## src/rtl/imem_arbiter_pkg.sv

```systemverilog
// Shared instruction-memory types and arbiter defaults.
// Single-cycle read memory, 512 words of 32 bits.
package imem_arbiter_pkg;
    localparam int MEM_SIZE = 512;
    localparam int ADDR_W   = $clog2(MEM_SIZE);

    typedef logic [ADDR_W-1:0] address_t;
    typedef logic [31:0]       word_t;

    typedef enum logic [1:0] {
        OWN_NONE  = 2'd0,
        OWN_FETCH = 2'd1,
        OWN_DBG   = 2'd2
    } owner_t;

    localparam int IMEM_STARVE_LIMIT_DEFAULT = 4;
    localparam int IMEM_CNT_W_DEFAULT        = 3;
endpackage

```

## src/rtl/imem_arbiter_if.sv

```systemverilog
// Fetch, debug and memory-side signals of the instruction-memory arbiter.
// slave = arbiter view, master = requester/memory environment view.
interface imem_arbiter_if;
    import imem_arbiter_pkg::*;

    logic     f_req;
    address_t f_addr;
    logic     f_gnt;
    logic     f_rvalid;
    word_t    f_rdata;

    logic     d_req;
    logic     d_we;
    address_t d_addr;
    word_t    d_wdata;
    logic     d_halt;
    logic     d_gnt;
    logic     d_rvalid;
    word_t    d_rdata;

    logic     m_en;
    logic     m_we;
    address_t m_addr;
    word_t    m_wdata;
    word_t    m_rdata;

    modport slave (
        input  f_req, f_addr, d_req, d_we, d_addr, d_wdata, d_halt, m_rdata,
        output f_gnt, f_rvalid, f_rdata, d_gnt, d_rvalid, d_rdata,
               m_en, m_we, m_addr, m_wdata
    );

    modport master (
        output f_req, f_addr, d_req, d_we, d_addr, d_wdata, d_halt, m_rdata,
        input  f_gnt, f_rvalid, f_rdata, d_gnt, d_rvalid, d_rdata,
               m_en, m_we, m_addr, m_wdata
    );
endinterface

```

## src/rtl/imem_starve_cnt.sv

```systemverilog
// Saturating wait counter for a pending, denied request; clears on grant or idle.
// at_limit_o is registered state, so it reflects denials up to the previous cycle.
module imem_starve_cnt #(
    parameter int LIMIT = 4,
    parameter int CNT_W = 3
) (
    input  logic clk,
    input  logic rst,
    input  logic req_i,
    input  logic gnt_i,
    output logic at_limit_o
);
    logic [CNT_W-1:0] cnt_q;
    logic [CNT_W-1:0] cnt_d;

    assign at_limit_o = (cnt_q == CNT_W'(LIMIT));

    always_comb begin
        cnt_d = cnt_q;
        if (!req_i || gnt_i) begin
            cnt_d = '0;
        end else if (!at_limit_o) begin
            cnt_d = cnt_q + 1'b1;
        end
    end

    always_ff @(posedge clk or posedge rst) begin
        if (rst) begin
            cnt_q <= '0;
        end else begin
            cnt_q <= cnt_d;
        end
    end
endmodule

```

## src/rtl/imem_arbiter.sv

```systemverilog
// Shares one instruction memory between fetch (priority) and debug; one grant per cycle.
// Grant is combinational, response returns one cycle later tagged by resp_own_q.
module imem_arbiter
    import imem_arbiter_pkg::*;
#(
    parameter int STARVE_LIMIT = IMEM_STARVE_LIMIT_DEFAULT,
    parameter int CNT_W        = IMEM_CNT_W_DEFAULT
) (
    input  logic           clk,
    input  logic           rst,
    imem_arbiter_if.slave  bus
);
    owner_t resp_own_q;
    owner_t resp_own_d;
    logic   starve_hit;
    logic   f_gnt;
    logic   d_gnt;

    imem_starve_cnt #(
        .LIMIT (STARVE_LIMIT),
        .CNT_W (CNT_W)
    ) u_starve_cnt (
        .clk        (clk),
        .rst        (rst),
        .req_i      (bus.d_req),
        .gnt_i      (d_gnt),
        .at_limit_o (starve_hit)
    );

    // Debug wins when starved, when it has halted fetch, or when fetch is idle.
    always_comb begin
        f_gnt = 1'b0;
        d_gnt = 1'b0;
        if (!rst) begin
            if (bus.d_req && (starve_hit || bus.d_halt || !bus.f_req)) begin
                d_gnt = 1'b1;
            end else if (bus.f_req && !bus.d_halt) begin
                f_gnt = 1'b1;
            end
        end
    end

    always_comb begin
        bus.m_en    = f_gnt | d_gnt;
        bus.m_we    = 1'b0;
        bus.m_addr  = '0;
        bus.m_wdata = '0;
        resp_own_d  = OWN_NONE;
        if (d_gnt) begin
            bus.m_we    = bus.d_we;
            bus.m_addr  = bus.d_addr;
            bus.m_wdata = bus.d_wdata;
            resp_own_d  = OWN_DBG;
        end else if (f_gnt) begin
            bus.m_addr  = bus.f_addr;
            resp_own_d  = OWN_FETCH;
        end
    end

    always_ff @(posedge clk or posedge rst) begin
        if (rst) begin
            resp_own_q <= OWN_NONE;
        end else begin
            resp_own_q <= resp_own_d;
        end
    end

    assign bus.f_gnt    = f_gnt;
    assign bus.d_gnt    = d_gnt;
    assign bus.f_rvalid = (resp_own_q == OWN_FETCH);
    assign bus.d_rvalid = (resp_own_q == OWN_DBG);
    assign bus.f_rdata  = bus.m_rdata;
    assign bus.d_rdata  = bus.m_rdata;
endmodule

```

## src/flat_wrapper.sv

```systemverilog
// flat-port wrapper written by rule: the top's interface ports become plain ports
module imem_arbiter_flat import imem_arbiter_pkg::*;
#(
    parameter int STARVE_LIMIT = IMEM_STARVE_LIMIT_DEFAULT,
    parameter int CNT_W        = IMEM_CNT_W_DEFAULT
)
  (clk, rst, bus_f_req, bus_f_addr, bus_d_req, bus_d_we, bus_d_addr, bus_d_wdata, bus_d_halt, bus_m_rdata, bus_f_gnt, bus_f_rvalid, bus_f_rdata, bus_d_gnt, bus_d_rvalid, bus_d_rdata, bus_m_en, bus_m_we, bus_m_addr, bus_m_wdata);
  imem_arbiter_if bus_i ();
  input  logic clk;
  input  logic rst;
  input wire logic [$bits(bus_i.f_req)-1:0] bus_f_req;
  input wire logic [$bits(bus_i.f_addr)-1:0] bus_f_addr;
  input wire logic [$bits(bus_i.d_req)-1:0] bus_d_req;
  input wire logic [$bits(bus_i.d_we)-1:0] bus_d_we;
  input wire logic [$bits(bus_i.d_addr)-1:0] bus_d_addr;
  input wire logic [$bits(bus_i.d_wdata)-1:0] bus_d_wdata;
  input wire logic [$bits(bus_i.d_halt)-1:0] bus_d_halt;
  input wire logic [$bits(bus_i.m_rdata)-1:0] bus_m_rdata;
  output wire logic [$bits(bus_i.f_gnt)-1:0] bus_f_gnt;
  output wire logic [$bits(bus_i.f_rvalid)-1:0] bus_f_rvalid;
  output wire logic [$bits(bus_i.f_rdata)-1:0] bus_f_rdata;
  output wire logic [$bits(bus_i.d_gnt)-1:0] bus_d_gnt;
  output wire logic [$bits(bus_i.d_rvalid)-1:0] bus_d_rvalid;
  output wire logic [$bits(bus_i.d_rdata)-1:0] bus_d_rdata;
  output wire logic [$bits(bus_i.m_en)-1:0] bus_m_en;
  output wire logic [$bits(bus_i.m_we)-1:0] bus_m_we;
  output wire logic [$bits(bus_i.m_addr)-1:0] bus_m_addr;
  output wire logic [$bits(bus_i.m_wdata)-1:0] bus_m_wdata;
  assign bus_i.f_req = bus_f_req;
  assign bus_i.f_addr = bus_f_addr;
  assign bus_i.d_req = bus_d_req;
  assign bus_i.d_we = bus_d_we;
  assign bus_i.d_addr = bus_d_addr;
  assign bus_i.d_wdata = bus_d_wdata;
  assign bus_i.d_halt = bus_d_halt;
  assign bus_i.m_rdata = bus_m_rdata;
  assign bus_f_gnt = bus_i.f_gnt;
  assign bus_f_rvalid = bus_i.f_rvalid;
  assign bus_f_rdata = bus_i.f_rdata;
  assign bus_d_gnt = bus_i.d_gnt;
  assign bus_d_rvalid = bus_i.d_rvalid;
  assign bus_d_rdata = bus_i.d_rdata;
  assign bus_m_en = bus_i.m_en;
  assign bus_m_we = bus_i.m_we;
  assign bus_m_addr = bus_i.m_addr;
  assign bus_m_wdata = bus_i.m_wdata;
  imem_arbiter #(.STARVE_LIMIT(STARVE_LIMIT), .CNT_W(CNT_W)) u_core (.clk(clk), .rst(rst), .bus(bus_i));
endmodule
```

## config.mk

```make
export PLATFORM = sky130hd
export DESIGN_NAME = imem_arbiter_flat
export DESIGN_NICKNAME = d
export VERILOG_FILES = /design/src/rtl/imem_arbiter_pkg.sv /design/src/rtl/imem_arbiter_if.sv /design/src/rtl/imem_starve_cnt.sv /design/src/rtl/imem_arbiter.sv /design/src/flat_wrapper.sv
export SDC_FILE = /design/constraint.sdc
export NUM_CORES = 1
export LEC_CHECK = 0
export ABC_AREA = 1
export BUFFER_PORTS_ARGS = -buffer_cell sky130_fd_sc_hd__buf_2
export CAP_MARGIN = 0
export CELL_PAD_IN_SITES_DETAIL_PLACEMENT = 0
export CELL_PAD_IN_SITES_GLOBAL_PLACEMENT = 1
export CORE_UTILIZATION = 15
export CTS_CLUSTER_DIAMETER = 50
export CTS_CLUSTER_SIZE = 40
export DETAILED_ROUTE_END_ITERATION = 6
export PLACE_DENSITY_LB_ADDON = 0.1
export SKIP_LAST_GASP = 1
export SLEW_MARGIN = 20
export SYNTH_ARGS = -nofsm -noshare
export SYNTH_HDL_FRONTEND = slang
export SYNTH_SLANG_ARGS = --single-unit
```

## constraint.sdc

```tcl
create_clock -name clk -period 2.2 [get_ports clk]
set_input_delay 0.55 -clock clk [delete_from_list [all_inputs] [get_ports clk]]
set_output_delay 0.55 -clock clk [all_outputs]
set_load 0.02 [all_outputs]
```

==> impl_metrics.ini <==
[sta]
finalHoldViolations = 0
fmax_ghz = 0.461
tightest_slew_ns = 0.166
min_period_ns = 2.17
setup_viol = 0
rsz0062_at_grt = yes
maxSlewViolCount = 0
finalSetupTns_ns = 0
slew_headroom_pct = 88.8
min_period_over_period_pct = 98.5
fin_skew_ns = 0.000108

[logic_synthesis]
synth_fp_nets = 291
yosysTopAreaCell = buf_4
yosysTopAreaCellShare_pct = 39.7
synth.area.top_cells = buf_4, inv_1, nor2_1, dfrtp_1, nand4_1
ys_ff_latch = 5
synth-edff-count = 0
ys_top_cells_by_count = buf_4, inv_1, nor2_1, nand2_1
async_flop_share_pct = 100
ys_seq_area_share_pct = 10.3
syn-cell-area_sq_mm = 0.00121
synth_cells = 201
avgSynthCellArea_sq_um = 6.02
synth.most_common_cell = buf_4
synthFlopType = dfrtp_1
netlist-cell-type-count = 18
ys_warn_count = 0

[worst_setup_path]
worst_path_most_repeated_cell = nand3_4
r2r_end = u_core.u_starve_cnt.cnt_q[2]
r2r-start = u_core.u_starve_cnt.cnt_q[1]
reg2reg_depth = 9
critPathRequiredTime_ns = 1.65
critPathMaxStageDelay_ns = 0.37
arrival_ns = 1.62
cp-start-kind = flip-flop
cp_max_fo = 17
path_cells = inv_1 > ha_4 > nand2_4 > nand3_4 > nand3_4 > clkbuf_16 > nor2_1 > buf_2
worstSetupEndpointType = output port
critPathSlowestCell = dfrtp_1
r2r_slack_ns = 0.65
worstSetupPathType = flip-flop to output port

[cells_and_area]
multi_input_area_sq_um = 435
fin_area_sq_mm = 0.00157
areaGrowthSynthToFinish_pct = 30.0
seqCellArea_sq_um = 125
drive_gt1_share_pct = 50.2
nNetsFinal = 336
diodes = 0
n_fill_cell = 924

[floorplanning]
start_util_pct = 15.6
die_h_um = 91.8
io_pins = 199
die-area_sq_mm = 0.00843
fp.dieW_um = 91.8
placementRows = 32
core_sq_mm = 0.00777

[route]
routed-via-count = 1180
wl_met3_um = 403
via_per_inst = 3.40
drt_iter0_drc = 9
dr_wl_met2_um = 1640
wl_per_cell_um = 10.4
top_layer_used = met4
wirelength_um = 3600
dr.pass1.iters = 4
ant_nets = 0
drc = 0
routedLengthMet1_um = 1430

[clock_tree]
max-clock-path-buffers = 2
clk_pin_slew_ns = 0.03
cts-buffers-inserted = 3
ctsHoldBuffers = 0
clock_latency_ns = 0.22
cts_tree = yes
clock-root-buffer = clkbuf_8
cts_htree_levels = 1
cts_sinks = 5

[outcome]
outcome = complete, no violations

[placed_design]
gp_congestion = 0.623
numPortBuffers = 102
place_area_sq_mm = 0.00137
hpwl_um = 2660

[power_and_ir_drop]
pwr_density_cell_mw_per_mm2 = 351
leakagePower_nw = 1.05
vdd_drop_max_mv = 0.253

[global_route]
grtUsageTotal_pct = 7.14
antenna_found_initial = 0
grt_start_max_net_pins = 36
first_global_vias = 1034
grt_pass1_wl_um = 4800
overflow = 0

[flow_run]
maxCapViolCount = 0

[worst_hold_path]
hold_path_class = input pin to asynchronous set/reset pin
worst max-delay path, delay by kind of cell, from the launching register on:
family	cells	cell delay, ns
AND/OR/NAND/NOR	4	0.39
buffers and inverters	3	0.49
flip-flops	1	0.37
adder cells (fa/ha/maj)	1	0.15
where the power goes:
group / switching [mW] / internal [mW]
clock network: 0.0432 / 0.124
logic: 0.154 / 0.124
registers: 0.00551 / 0.100
total: 0.203 / 0.349
layout by cell type (no fill, tap or decap):
cell,instances
a21oi_1,1
a21oi_2,1
and2_1,2
buf_12,1
buf_2,84
buf_4,24
buf_6,1
clkbuf_1,1
clkbuf_16,2
clkbuf_8,3
dfrtp_1,5
ha_1,1
ha_4,1
inv_1,41
inv_2,1
nand2_1,12
nand2_4,2
nand3_1,9
nand3_4,2
nand4_1,9
nor2_1,38
nor2_2,1
o21ai_0,2
xor2_1,1
flip-flops by register name, summed over array words and instances (netlist names):
name,count
u_core.resp_own_q,2
u_core.u_starve_cnt.cnt_q,3
worst max-delay path by stage:
| stage | slack [ns] | endpoint | depth (start not counted) | startpoint |
|---|---|---|---|---|
| finish | 0.03 | bus_m_wdata[30] | 8 | u_core.u_starve_cnt.cnt_q[1] |
| global placement | 0.22 | bus_m_addr[1] | 8 | bus_d_halt |
| CTS | 0.01 | bus_m_wdata[31] | 8 | u_core.u_starve_cnt.cnt_q[0] |
| global route | -0.05 | bus_m_wdata[31] | 8 | u_core.u_starve_cnt.cnt_q[1] |
| floorplan | 0.30 | bus_m_wdata[22] | 7 | u_core.u_starve_cnt.cnt_q[0] |
| detailed placement | 0.24 | bus_m_addr[2] | 8 | bus_d_halt |
cell type report:
type                            count  share of cell area, %
Inverter                           42                   10.0
Clock buffer                        4                   2.86
Multi-Input combinational cell     82                   27.7
Sequential cell                     5                   7.96
Timing Repair Buffer              112                   43.4
Tap cell                          102                   8.11
timing repair:
item,in CTS,in global routing
endpoints found under the setup margin,0,30
resized for setup,0,26
setup buffers,0,1
stage by stage:
step	hold WS [ns]	worst slack (ns)	power [mW]	instances	utilization [%]
2_1_floorplan	0.475	0.300	0.414	201	-
3_3_place_gp	0.577	0.216	0.355	339	17.7
3_5_place_dp	0.586	0.237	0.350	339	17.7
4_1_cts	0.406	0.0119	0.526	343	18.3
5_1_grt	0.441	-0.0523	0.605	347	20.2
6_report	0.432	0.0321	0.551	347	20.2
per-layer routing:
layer | vias to the layer above | track usage (%)
met5 | - | 0
met4 | 0 | 3.91
met3 | 26 | 2.90
met2 | 73 | 12.8
met1 | 470 | 6.98
li1 | 611 | -
kinds of logic after synthesis:
| group | after synthesis | share of synthesized area [%] |
|---|---|---|
| buffers and inverters | 114 | 57.0 |
| and+or+nand+nor | 75 | 27.9 |
| DFF | 5 | 10.3 |
| AOI/OAI and AO/OA | 4 | 1.96 |
| adders and majority gates | 2 | 2.07 |
| xor gates and xnor gates | 1 | 0.724 |
No activity file was read; power rests on OpenSTA's default activity.
